### config.mk
export PLATFORM = sky130hd
export DESIGN_NAME = hbc_mcp_sequencer
export DESIGN_NICKNAME = d
export VERILOG_FILES = /design/src/rtl/hbc_mcp_pkg.sv /design/src/rtl/hbc_mcp_mul_seq.sv /design/src/rtl/hbc_mcp_sequencer.sv
export SDC_FILE = /design/constraint.sdc
export NUM_CORES = 1
export LEC_CHECK = 0
export ABC_AREA = 1
export CAP_MARGIN = 30
export CORE_ASPECT_RATIO = 1.2
export CORE_UTILIZATION = 45
export CTS_BUF_LIST = sky130_fd_sc_hd__clkbuf_2
export DETAILED_ROUTE_END_ITERATION = 10
export GPL_TIMING_DRIVEN = 1
export PLACE_DENSITY = 0.65
export RECOVER_POWER = 25
export SYNTH_ARGS = -nofsm -noshare
export SYNTH_HDL_FRONTEND = slang
export SYNTH_HIERARCHICAL = 1
export SYNTH_SLANG_ARGS = --single-unit
### constraint.sdc
create_clock -name clk -period 3.59 [get_ports clk]
set_input_delay 0.359 -clock clk [delete_from_list [all_inputs] [get_ports clk]]
set_output_delay 0.359 -clock clk [all_outputs]
set_load 0.1 [all_outputs]
### src/rtl/hbc_mcp_pkg.sv
// hbc_mcp_pkg -- shared constants and types for the host-bus multiply
// coprocessor sequencer.
//   * register address map (write and read sides)
//   * CMD / STATUS bit positions
//   * iteration count of the shift-add multiplier
//   * sequencer FSM state type
//   * operand magnitude helper used by the datapath
package hbc_mcp_pkg;

   // Write-side address map
   localparam logic [2:0] ADDR_AH     = 3'd0;
   localparam logic [2:0] ADDR_AL     = 3'd1;
   localparam logic [2:0] ADDR_BH     = 3'd2;
   localparam logic [2:0] ADDR_BL     = 3'd3;
   localparam logic [2:0] ADDR_CMD    = 3'd4;

   // Read-side address map (result bytes MSB first)
   localparam logic [2:0] ADDR_R3     = 3'd0;
   localparam logic [2:0] ADDR_R2     = 3'd1;
   localparam logic [2:0] ADDR_R1     = 3'd2;
   localparam logic [2:0] ADDR_R0     = 3'd3;
   localparam logic [2:0] ADDR_STATUS = 3'd4;
   localparam logic [2:0] ADDR_ID     = 3'd5;

   // CMD register bits
   localparam int CMD_START  = 0;
   localparam int CMD_SIGNED = 1;
   localparam int CMD_CLR    = 7;

   // STATUS register bits
   localparam int STAT_BUSY = 7;
   localparam int STAT_DONE = 6;
   localparam int STAT_OVR  = 5;

   // One shift-add step per operand bit
   localparam int MUL_STEPS  = 16;
   localparam int STEP_CNT_W = 4;

   typedef enum logic [1:0] {
      ST_IDLE = 2'd0,
      ST_LOAD = 2'd1,
      ST_RUN  = 2'd2,
      ST_FIX  = 2'd3
   } seq_state_t;

   // Magnitude of a 16-bit operand. For signed mode -32768 maps to
   // 16'h8000, which is still the correct unsigned magnitude.
   function automatic logic [15:0] op_magnitude(input logic [15:0] v,
                                                input logic        is_signed);
      if (is_signed && v[15]) begin
         return (~v) + 16'd1;
      end
      return v;
   endfunction

endpackage

### src/rtl/hbc_mcp_mul_seq.sv
// hbc_mcp_mul_seq -- iterative 16x16 shift-add multiplier.
// Ports:
//   clk, rst_n  : clock, synchronous active-low reset
//   load        : snapshot op_a/op_b/is_signed, convert to magnitudes
//   step        : perform one shift-add step on the 32-bit accumulator
//   fix         : apply the recorded sign and write all 32 product bits
//   op_a, op_b  : 16-bit operands
//   is_signed   : 1 = two's complement operands, 0 = unsigned
//   product     : registered 32-bit product, changes only on fix/reset
module hbc_mcp_mul_seq
   import hbc_mcp_pkg::*;
(
   input  logic        clk,
   input  logic        rst_n,
   input  logic        load,
   input  logic        step,
   input  logic        fix,
   input  logic [15:0] op_a,
   input  logic [15:0] op_b,
   input  logic        is_signed,
   output logic [31:0] product
);

   logic [15:0] mcand_q;
   logic [31:0] acc_q;
   logic        neg_q;
   logic [31:0] product_q;
   logic [16:0] sum;

   // Upper half of acc holds the partial product, lower half the
   // not-yet-consumed multiplier bits. The 17-bit sum keeps the carry,
   // which drops into bit 31 as the accumulator shifts right.
   always_comb begin
      sum = {1'b0, acc_q[31:16]} + (acc_q[0] ? {1'b0, mcand_q} : 17'd0);
   end

   always_ff @(posedge clk) begin
      if (!rst_n) begin
         mcand_q   <= 16'd0;
         acc_q     <= 32'd0;
         neg_q     <= 1'b0;
         product_q <= 32'd0;
      end else begin
         if (load) begin
            mcand_q <= op_magnitude(op_a, is_signed);
            acc_q   <= {16'd0, op_magnitude(op_b, is_signed)};
            neg_q   <= is_signed & (op_a[15] ^ op_b[15]);
         end else if (step) begin
            acc_q <= {sum, acc_q[15:1]};
         end
         if (fix) begin
            product_q <= neg_q ? ((~acc_q) + 32'd1) : acc_q;
         end
      end
   end

   assign product = product_q;

endmodule

### src/rtl/hbc_mcp_sequencer.sv
// hbc_mcp_sequencer -- host-bus register front end and control FSM for the
// 16x16 multiply coprocessor.
// Ports:
//   clk      : 27 MHz system clock
//   rst_n    : synchronous active-low reset
//   wr_n     : asynchronous host write strobe (active low)
//   rd_n     : asynchronous host read strobe (active low)
//   address  : host register address
//   data_in  : host write data
//   data_out : host read data (combinational mux on raw address)
//   data_oe  : tri-state enable for data_out at the pad level
//   irq      : level copy of STATUS.DONE
// Handshake: a write is committed on the synchronised rising edge of wr_n,
// using the last address/data pair captured while synchronised wr_n was low.
// Reads need no synchronisation: data_out is a mux of registered state.
module hbc_mcp_sequencer
   import hbc_mcp_pkg::*;
#(
   parameter int         SYNC_STAGES = 2,     // must be >= 2
   parameter logic [7:0] ID_VALUE    = 8'hA5
)(
   input  logic       clk,
   input  logic       rst_n,
   input  logic       wr_n,
   input  logic       rd_n,
   input  logic [2:0] address,
   input  logic [7:0] data_in,
   output logic [7:0] data_out,
   output logic       data_oe,
   output logic       irq
);

   // Host write synchroniser and commit detection
   logic [SYNC_STAGES-1:0] wr_sync_q;
   logic                   wr_s;
   logic                   wr_prev_q;
   logic [2:0]             addr_q;
   logic [7:0]             wdata_q;
   logic                   commit;

   assign wr_s   = wr_sync_q[SYNC_STAGES-1];
   // Sync flops and wr_prev reset high, so a strobe held across reset
   // release only commits after its synced falling edge is seen.
   assign commit = ~wr_prev_q & wr_s;

   always_ff @(posedge clk) begin
      if (!rst_n) begin
         wr_sync_q <= '1;
         wr_prev_q <= 1'b1;
         addr_q    <= 3'd0;
         wdata_q   <= 8'd0;
      end else begin
         wr_sync_q <= {wr_sync_q[SYNC_STAGES-2:0], wr_n};
         wr_prev_q <= wr_s;
         if (!wr_s) begin
            addr_q  <= address;
            wdata_q <= data_in;
         end
      end
   end

   // Command decode
   seq_state_t state_q, state_d;
   logic [STEP_CNT_W-1:0] cnt_q, cnt_d;
   logic busy;
   logic cmd_wr, start_req, clr_req, start_go;

   assign busy      = (state_q != ST_IDLE);
   assign cmd_wr    = commit && (addr_q == ADDR_CMD);
   assign start_req = cmd_wr & wdata_q[CMD_START];
   assign clr_req   = cmd_wr & wdata_q[CMD_CLR];
   assign start_go  = start_req & ~busy;

   // Register file and status
   logic [15:0] a_q, b_q;
   logic        signed_q;
   logic        done_q, ovr_q;

   always_ff @(posedge clk) begin
      if (!rst_n) begin
         a_q      <= 16'd0;
         b_q      <= 16'd0;
         signed_q <= 1'b0;
         done_q   <= 1'b0;
         ovr_q    <= 1'b0;
      end else begin
         if (commit) begin
            case (addr_q)
               ADDR_AH: a_q[15:8] <= wdata_q;
               ADDR_AL: a_q[7:0]  <= wdata_q;
               ADDR_BH: b_q[15:8] <= wdata_q;
               ADDR_BL: b_q[7:0]  <= wdata_q;
               default: ;
            endcase
         end
         // CLR is applied before START so CLR+START clears then starts.
         if (clr_req) begin
            done_q <= 1'b0;
            ovr_q  <= 1'b0;
         end
         if (start_req) begin
            if (busy) begin
               ovr_q <= 1'b1;
            end else begin
               done_q   <= 1'b0;
               signed_q <= wdata_q[CMD_SIGNED];
            end
         end
         if (state_q == ST_FIX) begin
            done_q <= 1'b1;
         end
      end
   end

   // Sequencer FSM: IDLE -> LOAD (1) -> RUN (MUL_STEPS) -> FIX (1) -> IDLE
   always_ff @(posedge clk) begin
      if (!rst_n) begin
         state_q <= ST_IDLE;
         cnt_q   <= '0;
      end else begin
         state_q <= state_d;
         cnt_q   <= cnt_d;
      end
   end

   always_comb begin
      state_d = state_q;
      cnt_d   = cnt_q;
      case (state_q)
         ST_IDLE: begin
            if (start_go) state_d = ST_LOAD;
         end
         ST_LOAD: begin
            cnt_d   = '0;
            state_d = ST_RUN;
         end
         ST_RUN: begin
            cnt_d = cnt_q + 1'b1;
            if (cnt_q == STEP_CNT_W'(MUL_STEPS - 1)) state_d = ST_FIX;
         end
         ST_FIX: begin
            state_d = ST_IDLE;
         end
         default: state_d = ST_IDLE;
      endcase
   end

   // Datapath
   logic [31:0] result;

   hbc_mcp_mul_seq u_mul (
      .clk       (clk),
      .rst_n     (rst_n),
      .load      (state_q == ST_LOAD),
      .step      (state_q == ST_RUN),
      .fix       (state_q == ST_FIX),
      .op_a      (a_q),
      .op_b      (b_q),
      .is_signed (signed_q),
      .product   (result)
   );

   // Host read side
   logic [7:0] status;

   always_comb begin
      status            = 8'h00;
      status[STAT_BUSY] = busy;
      status[STAT_DONE] = done_q;
      status[STAT_OVR]  = ovr_q;
   end

   always_comb begin
      data_out = 8'h00;
      case (address)
         ADDR_R3:     data_out = result[31:24];
         ADDR_R2:     data_out = result[23:16];
         ADDR_R1:     data_out = result[15:8];
         ADDR_R0:     data_out = result[7:0];
         ADDR_STATUS: data_out = status;
         ADDR_ID:     data_out = ID_VALUE;
         default:     data_out = 8'h00;
      endcase
   end

   // A write always wins the shared data pins.
   assign data_oe = ~rd_n & wr_n;
   assign irq     = done_q;

endmodule
# Word-level counts from Yosys, hierarchy flattened
# Index checks and enable logic that the tools add are counted.
# W data, S select, Z words.
[classes]
addsub = 5
eq_ne = 15
n_mux = 26
bitwise = 14
n_reduce_logical = 15
[op_table]
columns = ["cell", "count"]
rows = [
  ["$mux W16", 7],
  ["$pmux W8 S6", 1],
  ["$add A16 B1 Y16 const B", 2],
  ["$add A32 B1 Y32 const B", 1],
  ["$mux W32", 1],
  ["$not A16 Y16", 2],
  ["$not A32 Y32", 1],
  ["$add A16 B16 Y17", 1],
  ["$mux W1", 13],
  ["$eq A3 B2 Y1 const B", 4],
  ["$reduce_and A2 Y1", 6],
  ["$eq A3 B3 Y1 const B", 3],
  ["$pmux W2 S4", 1],
  ["$pmux W4 S2", 1],
  ["$and A1 B1 Y1", 6],
  ["$eq A3 B1 Y1 const B", 2],
  ["$logic_not A3 Y1", 2],
  ["$add A4 B1 Y4 const B", 1],
  ["$eq A2 B2 Y1 const B", 2],
  ["$eq A4 B4 Y1 const B", 1],
  ["$mux W2", 2],
  ["$ne A2 B2 Y1 const B", 2],
  ["$not A1 Y1", 4],
  ["$reduce_bool A2 Y1", 2],
  ["5 further kinds", 7],
]
[word_totals]
reg_bits = 136
output_inout_bits = 10
word_cells = 93

# Longest topological paths before layout
# Gate-level depths: netlist (run 1).
[depth]
ltp_word = 8
depth_mapped = 15
mapped_depth_nobuf = 14

# Modules after synthesis
# Netlist (run 1), hierarchy kept.
[by_module_without_submodules]
columns = ["mod", "instances", "cells_per_inst", "area_each_um2", "seq_area_each_um2"]
rows = [
  ["hbc_mcp_mul_seq", 1, 949, 5746.8, 1621.6],
  ["hbc_mcp_sequencer", 1, 306, 2278.4, 1101.1],
]

# Worst setup path after synthesis (run 1)
# OpenSTA, ideal clock, no wires.
[synth_timing]
kind = "reg2out"
start = "reg done_q (netlist: irq)"
end = "out data_out[6]"
arrival_ns = 1.937
required_ns = 3.231
path_slack_ns = 1.294
stages_incl_launch_ff = 4
n_path_buf = 0
cell_sequence = "dfxtp_1 > nand3_1 > nand3_1 > nand3b_1"
[synth_via]
elab_chain_len = 1
[synth_lines]
columns = ["element", "line", "rtl"]
rows = [
  ["start, declared", "hbc_mcp_sequencer.sv:77", "logic done_q, ovr_q;"],
  ["start signal, assigned", "hbc_mcp_sequencer.sv:84", "done_q <= 1'b0;"],
  ["start signal, assigned", "hbc_mcp_sequencer.sv:98", "done_q <= 1'b0;"],
  ["start signal, assigned", "hbc_mcp_sequencer.sv:105", "done_q <= 1'b0;"],
  ["$pmux W8 S6", "hbc_mcp_sequencer.sv:175", "case (address)"],
  ["end, declared", "hbc_mcp_sequencer.sv:28", "output logic [7:0] data_out,"],
]
# Every way passes these cells.

# Worst setup path after layout (run 1)
[layout_timing]
start = "in rst_n"
end = "reg u_mul.acc_q[26]"
[layout_via]
elab_chain_len = 2
[layout_lines]
columns = ["element", "line", "rtl"]
rows = [
  ["start, declared", "hbc_mcp_sequencer.sv:23", "input logic rst_n,"],
  ["$not A1 Y1 (no source line)", "-", ""],
  ["$reduce_or A2 Y1 (no source line)", "-", ""],
  ["end signal, assigned", "hbc_mcp_mul_seq.sv:46", "acc_q <= {16'd0, op_magnitude(op_b, is_signed)};"],
  ["end signal, assigned", "hbc_mcp_mul_seq.sv:49", "acc_q <= {sum, acc_q[15:1]};"],
  ["end, declared", "hbc_mcp_mul_seq.sv:25", "logic [31:0] acc_q;"],
]
# Every way passes these cells.
# A chain may end at the register's enable or synchronous reset.

==> results of run 1 <==
cell usage in the layout (no fill, tap or decap), types with 3 or more instances in the layout:
cell,count
a32o_1,3
nand2_1,299
nor2_1,208
nor2_2,5
buf_4,12
ha_1,24
o221ai_1,5
inv_1,134
xor2_1,18
nand3_1,84
nand2_2,9
a21o_1,3
inv_8,3
clkdlybuf4s50_1,14
dfxtp_1,136
inv_6,6
o21ai_2,3
xnor2_1,7
a21oi_1,74
inv_2,13
o21ai_1,21
clkbuf_2,17
nand3b_1,4
nand4_1,19
clkinvlp_4,3
a22oi_1,6
nand3_2,4
clkbuf_1,5
o21ai_0,97
nor3_1,7
o211ai_1,8
state kept, by name, summed over array words and instances, names as in the netlist, 2 cells and up:
signal         count
a_q               16
addr_q             3
b_q               16
cnt_q              4
state_q            2
u_mul/acc_q       32
u_mul/mcand_q     16
u_mul/product     32
wdata_q            8
wr_sync_q          2
repair_timing:
| item | 4_1_cts | 5_1_grt |
|---|---|---|
| setup buffers | 0 | 0 |
| endpoints found under the hold margin | 9 | 0 |
| hold buffers | 1 | 0 |
final cells by class:
class / instances / area, sq um / area share [%]
antenna: 1 / 2.50 / 0.0291
clock buffer: 17 / 85.1 / 0.990
multi-input combinational: 930 / 4560 / 53.1
timing repair buffer: 32 / 259 / 3.01
inverter: 149 / 561 / 6.52
clock inverter: 15 / 130 / 1.51
tap: 220 / 275 / 3.20
sequential: 136 / 2720 / 31.7
cell families (layout without fill, tap and decap cells):
group | after synthesis | in the layout | share of synthesized area [%]
compound gates | 225 | 225 | 15.3
xor+xnor | 25 | 25 | 2.73
fa+ha+maj | 25 | 25 | 3.99
buf+inv | 189 | 213 | 9.15
flops | 136 | 136 | 33.9
other cells | 0 | 1 | 0
simple gates | 655 | 655 | 34.9
metal layers:
metal  vias to the layer above  wire length (microns)
li1                       4074                      -
met1                      3567                   9810
met2                       160                  10300
met3                        30                    623
met4                         0                    442
met5                         -                      0
worst max-delay path, delay by kind of cell:
family	cells	cell delay, ns
AND/OR/NAND/NOR	2	0.21
AO/OA/AOI/OAI	1	0.28
buffers and inverters	6	2.56
worst max path at each step:
stage	startpoint	endpoint
6_report	rst_n	u_mul/acc_q[26]
3_5_place_dp	address[0]	data_out[6]
4_1_cts	irq	irq
5_1_grt	state_q[1]	u_mul/product[19]
3_3_place_gp	address[0]	data_out[6]
2_1_floorplan	irq	data_out[6]
stage by stage:
step           setup WS (ns)  hold slack [ns]  instances  util [%]
3_5_place_dp            1.18            0.437       1466      47.9
3_3_place_gp            1.25            0.436       1466      47.9
4_1_cts                0.873           0.0329       1499      49.2
5_1_grt                0.585           0.0402       1500      49.1
2_1_floorplan           1.29            0.393       1255         -
6_report               0.836            0.135       1500      49.1
power by group through the flow:
stage                     logic (mW)  registers, mW  clock network [mW]
after floorplan                 1.40           1.84                   0
after global placement          1.72           1.94                   0
after CTS                       1.74           1.91               0.900
after detailed placement        1.73           1.94                   0
after global routing            1.97           1.94               0.961
final                           1.74           1.91               0.857
==> out/qor.yml, run 1 <==
outcome:
  status: "complete, but fails checks"
  violations: "capacitance limit, slew limit"
power_and_ir_drop:
  vdd_drop_max_v: 0.000228
  power_density_nw_per_um2: 524
  p_switching_mw: 2.05
  clockPowerShare_pct: 19.0
  switching_share_pct: 45.5
  seqPwrFrac_pct: 42.4
  p_leak_nw: 3.99
  finalPower_mw: 4.51
  p_comb_share_pct: 38.6
  p_int_mw: 2.46
synth:
  yosysMostFrequentCell: "nand2_1"
  yosys.area.top_type: "dfxtp_1"
  synth_area_leaders: "dfxtp_1 (34%), nand2_1 (14%), nor2_1 (9.7%)"
  yosysWarnings: 6
  synth-seq-cells: 136
  seq_area_frac_synth_pct: 33.9
  yosysUniqueCellTypes: 48
  synth_top_area_share_pct: 33.9
  synth-main-ff-cell: "dfxtp_1"
  synth_edf_count: 0
  async_flop_share_pct: 0
  syn-cell-area_sq_um: 8030
  syn_inst: 1255
  syn_area_per_cell_sq_um: 6.39
  synthTopCellsByCount: "nand2_1 (299), nor2_1 (208), dfxtp_1 (136)"
  syn-num-nets: 1295
global_route:
  grtUsageMet3_pct: 3.91
  grt.busiest_layer: "met2"
  grt_max_degree: 48
  grt_pass1_vias: 7187
  grt_util_all_layers_pct: 24.3
  grtUsageMet2_pct: 41.4
  gr-total-overflow: 0
  grt_pass1_wl_microns: 34800
  grt_use_met1_pct: 30.8
  antenna_found_initial: 1
critical_path:
  path_class: "in -> reg"
  r2r_slack_ns: 0.85
  slowest_stage: "clkbuf_1"
  crit_required_ns: 4.27
  r2r_end: "u_mul/product[20]"
  cp_max_fo: 22
  worstPathCellList: "dlygate4sd3_1 > clkbuf_1 > inv_1 > nor2_1 > clkbuf_1 > inv_1 > a21oi_1 > nand2_1 > inv_1"
  crit_path_frequent_cell: "inv_1"
  end_kind: "flop"
  arrival_ns: 3.43
  slowest_delay_ns: 0.80
  critPathLaunchType: "primary input"
  r2r-start: "state_q[1]"
  ff2ff_path_depth: 4
cts:
  cts_sinks: 136
  clk_latency_ns: 0.73
  cts_root_buf: "clkbuf_2"
  ctsResizeCount: 0
  numCtsBuffers: 17
  h-tree-depth: 4
  clockBufferDepth: 2
  clk_pin_slew_ns: 0.26
  cts_tree: "yes"
detailed_routing:
  drt-total-wl_microns: 21200
  drt-initial-drc-count: 494
  drtPass1Iterations: 8
  wl_per_cell_microns: 14.1
  num_vias: 7831
  drc: 0
  ant_nets: 0
  vias_per_cell: 5.22
hold_path:
  hold_class: "in -> reg"
  worstHoldStart: "wr_n"
  min_path_cells: 3
  hold_end: "wr_sync_q[0]"
timing:
  period_minus_slack_ns: 2.75
  tightest_slew_ns: 1.57
  period_share_pct: 76.7
  rsz0062_at_grt: "false"
  fin_setup_tns_ns: 0
  finClkSkew_ns: 0.0491
  slew_headroom_pct: -4.97
  finalHoldViolCount: 0
  setup_violations: 0
  fmax_mhz: 363
  slew_viol_final: 48
floorplanning:
  die_w_microns: 124
  row_count: 53
  die-area_sq_um: 18400
  ios: 25
  die_h_microns: 148
  core_sq_um: 17500
  start_util_pct: 45.8
flow_run:
  cap_violations: 1
place:
  placed_cell_area_sq_um: 8390
  io_buffers: 24
  place_congestion: 0.898
  dp_hpwl_microns: 16200
finish:
  nets: 1306
  fill_cells: 1889
  area_delta_synth_final_pct: 7.14
  finish.instance_area_sq_um: 8600
  drive_gt1_share_pct: 6.96
Note: power is estimated with default switching activity, not from simulation.
==> inputs of run 2 (changes only) <==
Settings changed: PLACE_DENSITY 0.65 to 0.68.
Clock period 3.59 ns to 2.3 ns, I/O delays scaled along.
==> run 2 against run 1 <==
  * The run ends with DRC left
  * Worst setup slack got worse by 0.74 ns
  * Count of clock-buffer cells in the layout unchanged
  * Clock skew shrank 0.0080 ns
  * Combinational power up 70%
  * Final cell count grew 1.0%
  * Core utilization is 1.5 points higher
  * Critical path depth fell by 3
  * Via count is 0.63% higher
  * Critical endpoint is now data_out[7]
  * Largest power group is now combinational cells
==> out/qor.yml, run 2 (synthesis gave the netlist of run 1 again) <==
timing:
  finClkSkew_ns: 0.0412  # -0.00796 ns
  period_share_pct: 96.0
  slew_viol_final: 0  # -100%
  slew_headroom_pct: 44.8  # +50 points
  fmax_mhz: 453
  setup_violations: 0  # unchanged
  tightest_slew_ns: 0.828  # -0.747 ns
  finalHoldViolCount: 0  # unchanged
  period_minus_slack_ns: 2.21
  rsz0062_at_grt: "true"
  fin_setup_tns_ns: 0  # unchanged
floorplanning:
  ios: 25  # unchanged
  core_sq_um: 17500  # unchanged
  die-area_sq_um: 18400  # unchanged
  row_count: 53  # unchanged
  die_h_microns: 148  # unchanged
  die_w_microns: 124  # unchanged
  start_util_pct: 45.8  # unchanged
detailed_routing:
  drt-total-wl_microns: 21200  # about the same
  wl_per_cell_microns: 14.0  # -1.0%
  num_vias: 7880  # +0.63%
  ant_nets: 0  # unchanged
  vias_per_cell: 5.20  # -0.37%
  drt-initial-drc-count: 555  # +12%
  drc: 2  # +2
  drtPass1Iterations: 8  # unchanged
cts:
  clk_latency_ns: 0.73  # about the same
  clk_pin_slew_ns: 0.23  # -0.03 ns
  clockBufferDepth: 2  # unchanged
  h-tree-depth: 4  # unchanged
  cts_sinks: 136  # unchanged
  cts_tree: "yes"
  numCtsBuffers: 17  # unchanged
  cts_root_buf: "clkbuf_2"
power_and_ir_drop:
  power_density_nw_per_um2: 837  # +60%
  vdd_drop_max_v: 0.000352  # +55%
  p_leak_nw: 4.12  # +3.2%
  finalPower_mw: 7.41  # +64%
outcome:
  violations: "DRC"
  status: "complete, but fails checks"
global_route:
  grt_pass1_wl_microns: 35200  # +0.97%
  grt_pass1_vias: 7182  # -0.070%
  antenna_found_initial: 1  # unchanged
  grt_max_degree: 42  # -13%
  gr-total-overflow: 0  # unchanged
  grt_util_all_layers_pct: 24.4  # +0.038 points
place:
  place_congestion: 0.927  # +3.2%
  dp_hpwl_microns: 16300  # +0.95%
  io_buffers: 24  # unchanged
critical_path:
  end_kind: "output port"
  arrival_ns: 1.98  # -1.45 ns
  worst-path-buf-inv: 3  # -3
  crit_family: "flip-flops"
  slowest_delay_ns: 0.38  # -0.42 ns
  path_class: "reg -> out"
  slowest_stage: "dfxtp_2"
  cp_max_fo: 2  # -91%
  crit_required_ns: 2.07  # -2.20 ns
  critPathLaunchType: "flop"
  worstPathCellList: "inv_2 > ha_4 > inv_4 > o211ai_1 > nand4_1 > buf_12"
finish:
  area_delta_synth_final_pct: 10.3
  final_cell_mix: "nand2_1 (300), nor2_1 (208), inv_1 (134), dfxtp_1 (134), o21ai_0 (97)"
  nets: 1321  # +1.1%
  final_common_cell: "nand2_1"
  drive_gt1_share_pct: 8.19  # +1.2 points
hold_path:
  hold_class: "in -> reg"
flow_run:
  cap_violations: 0  # -1
## run 2: changes by cell type in the layout (fill, tap and decap cells not counted), sizes merged
cell	change
buf	+16
bufinv	+2
clkinv	+1
clkbuf	-1
dlygate4sd3	+1
clkdlybuf4s50	-1
inv	-3
## run 2: final cells by class
class                   instances  area, sq um
fillers                      1831         8650
multi-input cells             930         4560
flip-flops and latches        136         2730
inverters                     149          563
repair buffers                 47          477
well taps                     220          275
clock inverters                15          168
clock buffers                  17         85.1
diodes                          1         2.50
## run 2: path summary, 6_finish.rpt
path / start / endpoint / slack (ns) / cells after the start
min reg2reg: wr_sync_q[0] / wr_sync_q[1] / 0.44 / 1
min: data_in[1] / wdata_q[1] / 0.1 / 3
max: state_q[0] / data_out[7] / 0.09 / 6
max reg2reg: u_mul/acc_q[0] / u_mul/acc_q[29] / 0.24 / 12
## run 2: power breakdown
| group | switching [mW] | leakage [nW] | internal, mW |
|---|---|---|---|
| Clock | 0.993 | 0.142 | 0.524 |
| Combinational | 1.91 | 2.88 | 1.04 |
| Sequential | 0.324 | 1.10 | 2.62 |
| Total | 3.23 | 4.12 | 4.18 |
## run 2: metrics by stage
step	hold slack (ns)	area, sq um	setup slack, ns	util (%)	instances
floorplan	0.326	8030	0.133	-	1255
global placement	0.397	8550	0.273	48.8	1474
detailed placement	0.398	8550	0.230	48.8	1474
CTS	0.00152	8870	-0.0107	50.7	1512
global route	0.0435	8850	-0.0752	50.6	1515
finish	0.0977	8850	0.0917	50.6	1515
## run 2: timing repair
item | 4_1_cts | 5_1_grt
buffers inserted | 4 | 2
endpoints found under the setup margin | 1 | 1
gates resized for setup | 8 | 0
hold buffers | 2 | 0
pin swaps | 3 | 3
endpoints found under the hold margin | 15 | 0
## run 2: tightest hold or removal path, delay by kind of cell
family	cells	cell delay, ns
compound gates	1	0.14
buf+inv	1	0.39
simple gates	1	0.05
## run 2: routing by layer
layer | track usage [%] | vias to the layer above | wire length, microns
met1 | 31.3 | 3561 | 9730
met2 | 41.1 | 160 | 10300
met5 | 0 | - | 0
met4 | 8.27 | 0 | 495
met3 | 3.72 | 36 | 689
li1 | - | 4123 | -
